`config.mk`:
```
export PLATFORM = sky130hd
export DESIGN_NAME = common_fifo_buffer
export DESIGN_NICKNAME = d
export VERILOG_FILES = /design/src/rtl/common_fifo_buffer.sv
export SDC_FILE = /design/constraint.sdc
export NUM_CORES = 1
export LEC_CHECK = 0
export ABC_AREA = 1
export BUFFER_PORTS_ARGS = -buffer_cell sky130_fd_sc_hd__buf_2
export CORE_UTILIZATION = 25
export CTS_CLUSTER_SIZE = 8
export DETAILED_ROUTE_END_ITERATION = 10
export PLACE_DENSITY = 0.41
export SKIP_LAST_GASP = 1
export SLEW_MARGIN = 40
export SYNTH_ARGS = -nofsm -noshare
export SYNTH_HDL_FRONTEND = slang
export SYNTH_SLANG_ARGS = --single-unit
```
`constraint.sdc`:
```
create_clock -name clk -period 3.7 [get_ports clk]
set_input_delay 0 -clock clk [delete_from_list [all_inputs] [get_ports clk]]
set_output_delay 0 -clock clk [all_outputs]
set_load 0.01 [all_outputs]
```
`src/rtl/common_fifo_buffer.sv`:
```
// First-word fall-through FIFO with valid/ready on both sides.
// Wrap-bit pointers give full/empty without a separate counter.
module common_fifo_buffer #(
  parameter int BUFFER_WIDTH = 1,
  parameter int BUFFER_DEPTH = 4
) (
  input  logic                            clk,
  input  logic                            reset,
  input  logic [BUFFER_WIDTH-1:0]         prev_i_data,
  input  logic                            prev_i_valid,
  output logic                            prev_o_ready,
  output logic [BUFFER_WIDTH-1:0]         next_o_data,
  output logic                            next_o_valid,
  input  logic                            next_i_ready,
  output logic [$clog2(BUFFER_DEPTH):0]   o_count
);

  localparam int IDX_W = $clog2(BUFFER_DEPTH);
  localparam int PTR_W = IDX_W + 1;

  logic [PTR_W-1:0]        wptr_q, wptr_d;
  logic [PTR_W-1:0]        rptr_q, rptr_d;
  logic [BUFFER_WIDTH-1:0] mem_q [BUFFER_DEPTH];

  logic empty;
  logic full;
  logic push;
  logic pop;

  always_comb begin
    empty = (wptr_q == rptr_q);
    full  = (wptr_q[IDX_W-1:0] == rptr_q[IDX_W-1:0]) &&
            (wptr_q[PTR_W-1] != rptr_q[PTR_W-1]);

    // Ready depends only on our own state, so a full buffer cannot accept
    // in the same cycle it is drained.
    prev_o_ready = reset & ~full;
    next_o_valid = reset & ~empty;
    next_o_data  = mem_q[rptr_q[IDX_W-1:0]];
    o_count      = reset ? (wptr_q - rptr_q) : '0;

    push = prev_i_valid & prev_o_ready;
    pop  = next_o_valid & next_i_ready;

    wptr_d = wptr_q;
    rptr_d = rptr_q;
    if (push) wptr_d = wptr_q + PTR_W'(1);
    if (pop)  rptr_d = rptr_q + PTR_W'(1);
  end

  // NOTE: sequential state uses non-blocking assignments so every flop
  // samples the pre-edge values regardless of statement order.
  always_ff @(posedge clk) begin
    if (!reset) begin
      wptr_q <= '0;
      rptr_q <= '0;
    end else begin
      wptr_q <= wptr_d;
      rptr_q <= rptr_d;
    end
  end

  // NOTE: the storage array has no reset; entries are only observable once
  // written, and resetting the pointers is enough to discard them.
  always_ff @(posedge clk) begin
    if (push) mem_q[wptr_q[IDX_W-1:0]] <= prev_i_data;
  end

endmodule

```
Yosys cells after proc, flatten, opt, wreduce, memory -nomap -nowiden --
Memories as Yosys holds them, arrays and structs flattened. A register that Yosys moved wholly into a read port is not among the register bits. Index checks and enable logic that the tools add are counted.
Word-level totals: bits in registers 6, bits in latches 0, RAM bits 4, memory bits (read-only) 0, input port bits 5, output and inout bits 6, logic and storage cells 21, memories kept 1
Memory list:
- mem_q | words 4, width 1, rd ports 1, clocked after memory_dff 1, wr ports 1, line 23 | logic [BUFFER_WIDTH-1:0] mem_q [BUFFER_DEPTH];
Cells by class: add/sub/neg operators 3, multipliers 0, div/mod/pow operators 0, magnitude comparators 0, eq/ne operators 3, shift-type cells 0, multiplexer cells 5, bitwise gates (word level) 6, reductions and logical operators 1
Operator list (number):
- $add 3x1->3 const B | 2
- $and 1x1->1 | 4
- $mux 2 | 2
- $eq 3x3->1 | 1
- $mux 3 | 1
- $sub 3x3->3 | 1
- $eq 2x2->1 | 1
- $mux 1 | 2
- $not 1->1 | 2
- $logic_and 1x1->1 | 1
- $ne 1x1->1 | 1

Logic depth before layout (Yosys ltp) --
word-level depth 7, depth in mapped cells 9, mapped depth without buffers 9

Least setup slack after synthesis --
Ideal clock, no wire load.
path kind flip-flop to flip-flop, start point reg wptr_q[0], end point mem mem_q[0] (enable), library setup time 0.299 ns, arrival time 1.162 ns, required time 3.401 ns, slack 2.240 ns, cell stages (with the launch flop) 8, buffers on the path 0, clock period less this slack 1.460 ns, cell sequence dfxtp_1 > inv_1 > ha_1 > nand2_1 > inv_1 > nand3_2 > nand3_2 > nor2_1
On the way: cells in the longest elaborated chain, start to end 7
Ends and longest elaborated chain:
- from (decl) | line 21 | logic [PTR_W-1:0] wptr_q, wptr_d;
- from (signal assigned) | line 58 | wptr_q <= wptr_d;
- $eq 2x2->1 | line 32 | full = (wptr_q[IDX_W-1:0] == rptr_q[IDX_W-1:0]) &&
- $logic_and 1x1->1 | line 32
- $not 1->1 | line 37 | prev_o_ready = reset & ~full;
- $and 1x1->1 | line 37
- $and 1x1->1 | line 42 | push = prev_i_valid & prev_o_ready;
- $mux 1 | line 66 | if (push) mem_q[wptr_q[IDX_W-1:0]] <= prev_i_data;
- $mux 1 (implied by the code) | line 66
- to (decl) | line 23
Several ways; a longest one is shown, not always the timed one.

Worst setup path after layout --
start point reg wptr_q[0], end point out o_count[2]
On the way: cells in the longest elaborated chain, start to end 2
Ends and longest elaborated chain:
- $sub 3x3->3 | line 40 | o_count = reset ? (wptr_q - rptr_q) : '0;
- $mux 3 | line 40
- to (decl) | line 15 | output logic [$clog2(BUFFER_DEPTH):0] o_count
No other way between the ends.

==> flow_metrics.py <==
metrics = {
    "outcome": {
        "status": "complete, no violations",
    },
    "die": {
        "start_util": 0.276,
        "dieArea_mm2": 0.00305,
        "num_io_pins": 11,
        "coreArea_mm2": 0.00257,
        "die_h_um": 55.3,
        "die_w_um": 55.3,
        "std_cell_rows": 18,
    },
    "timing": {
        "slew_headroom": 0.834,
        "min_period_ns": 1.69,
        "timing.final.crit_share": 0.458,
        "fin_setup_tns_ns": 0,
        "finalHoldViolations": 0,
        "setup_violations": 0,
        "tightest_slew_ns": 0.248,
        "fmax_ghz": 0.591,
        "finClkSkew_ns": 0.00112,
        "rsz0062_at_grt": "false",
        "slew_viol_final": 0,
    },
    "yosys": {
        "synth_top_area_frac": 0.226,
        "synth.area.top_cells": "dfxtp_1 (23%), edfxtp_1 (17%), ha_1 (12%), nand2_1 (10%), inv_1 (9.5%)",
        "synth_area_leader_cell": "dfxtp_1",
        "yosys.cell_types.count": 17,
        "yosys_warnings": 0,
        "ys_ff_latch": 12,
        "synth.cell_area_um2": 709,
        "synthCells": 90,
        "syn_nets": 103,
        "syn_avg_cell_area_um2": 7.88,
        "yosysSeqAreaShare": 0.395,
    },
    "critical_path": {
        "crit_slowest_cell": "fa_1",
        "arrival_ns": 1.69,
        "worstPathMaxFanout": 4,
        "startpoint": "wptr_q[0]$_SDFFE_PN0P_",
        "path_class": "flop to primary output",
        "rr_startpoint": "wptr_q[0]$_SDFFE_PN0P_",
        "crit_path_max_incr_delay_ns": 0.39,
        "path_common_cell": "inv_1",
        "end_kind": "primary output",
        "start_kind": "flop",
        "required_ns": 3.70,
        "r2r_cells": 7,
        "cp_cell_sequence": "inv_1 > ha_1 > inv_1 > fa_1 > o21ai_0 > a21oi_1 > buf_2",
    },
    "min_path": {
        "hold_start": "prev_i_valid",
        "hold_class": "input port to flop",
        "whs_path_depth": 3,
    },
    "global_route": {
        "grt_pass1_vias": 495,
        "grt_pass1_wl_mm": 2.13,
        "antenna_found_initial": 0,
        "grt_overflow_total": 0,
        "grt_use_total": 0.0891,
        "grt_max_degree": 14,
    },
    "cells_and_area": {
        "nNetsFinal": 118,
        "layout_common_cells": "nand2_1 (19), inv_1 (18), nor2_1 (10), buf_2 (10)",
        "diodes": 0,
        "drive_gt1_frac": 0.192,
        "fill_cells": 287,
        "syn_to_final_growth_pct": 17.3,
        "final_common_cell": "nand2_1",
        "final_util": 0.324,
        "fin_area_um2": 832,
    },
    "pwr": {
        "max-vdd-ir-drop_mv": 0.0987,
        "p_per_area_mw_per_mm2": 369,
        "power_mw": 0.307,
        "leakage_nw": 0.405,
    },
    "clock_network": {
        "cts_buffers": 3,
        "ctsHoldBuffers": 1,
        "cts_setup_buffers": 0,
        "clock-root-buffer": "clkbuf_4",
        "cts_buffer_depth": 2,
        "clk_pin_slew_ns": 0.08,
        "cts-htree-levels": 1,
        "insertion_delay_ns": 0.26,
        "cts_tree": "done",
        "post_cts_resized": 0,
        "cts_sinks": 12,
    },
    "routing": {
        "first_iter_violations": 11,
        "wl_mm": 1.24,
        "drt.antenna.violating_nets": 0,
        "wl_per_cell_um": 9.23,
        "routed_via_density": 3.98,
        "post-route-drc-count": 0,
        "firstDrtPassIters": 3,
        "vias": 533,
    },
    "place": {
        "gp_congestion": 0.740,
        "post-dp-hpwl_mm": 1.02,
        "postPlaceCellArea_um2": 786,
        "io_buffers": 10,
    },
    "run": {
        "max-cap-violations": 0,
    },
}
[cell usage after synthesis]
master,n
nand3_2,2
ha_1,7
nand4_1,2
a21oi_2,1
o21ai_0,1
fa_1,1
edfxtp_1,4
inv_1,18
a32oi_1,1
buf_6,1
a21oi_1,4
nand2_1,19
nand2_2,2
dfxtp_1,8
nor2_1,10
nor2_2,1
nand3_1,8
[worst paths after layout]
kind | endpoint | slack (ns)
max reg2reg | mem_q[2]$_DFFE_PP_ | 2.10
min | wptr_q[1]$_SDFFE_PN0P_ | 0.01
min reg2reg | rptr_q[1]$_SDFFE_PN0P_ | 0.54
max | o_count[2] | 2.01
[layer usage]
metal | GRT usage | share of wire | vias to the layer above
met5 | 0 | 0 | -
met4 | 0.0429 | 0.0081 | 0
met3 | 0.0258 | 0.047 | 2
met2 | 0.127 | 0.43 | 7
met1 | 0.122 | 0.51 | 213
li1 | - | - | 311
[kinds of logic after synthesis]
kind of cell             count (synthesis)  synth area share
flip-flops                              12             0.395
adder cells (fa/ha/maj)                  8             0.152
AO/OA/AOI/OAI                            7            0.0600
AND/OR/NAND/NOR                         44             0.282
buffers and inverters                   19             0.111
[per-stage QoR]
| stage | setup WS [ns] | std cells | hold WS, ns |
|---|---|---|---|
| 2_1_floorplan | 2.24 | 90 | 0.0989 |
| 3_3_place_gp | 2.13 | 129 | 0.232 |
| 3_5_place_dp | 2.11 | 129 | 0.232 |
| 4_1_cts | 1.99 | 134 | 0.00835 |
| 5_1_grt | 1.84 | 134 | 0.0347 |
| 6_report | 2.01 | 134 | 0.0130 |
[worst max-delay path, delay by kind of cell, from the launching register on]
family	cells	cell delay (ns)
buffers and inverters	3	0.31
DFF	1	0.34
AOI/OAI and AO/OA	2	0.23
adders and majority gates	2	0.55
[cell type report]
class / count / area (µm²) / area share
multi-input combinational: 59 / 350 / 0.421
sequential: 12 / 280 / 0.337
inverter: 18 / 67.6 / 0.0812
timing repair buffer: 11 / 60.1 / 0.0722
tap: 30 / 37.5 / 0.0451
clock buffer: 4 / 36.3 / 0.0436
[where the power goes]
part	internal [mW]	switching (mW)
Clock	0.0597	0.0440
Combinational	0.0215	0.0338
Sequential	0.142	0.00583
Note: power is estimated with default switching activity, not from simulation.
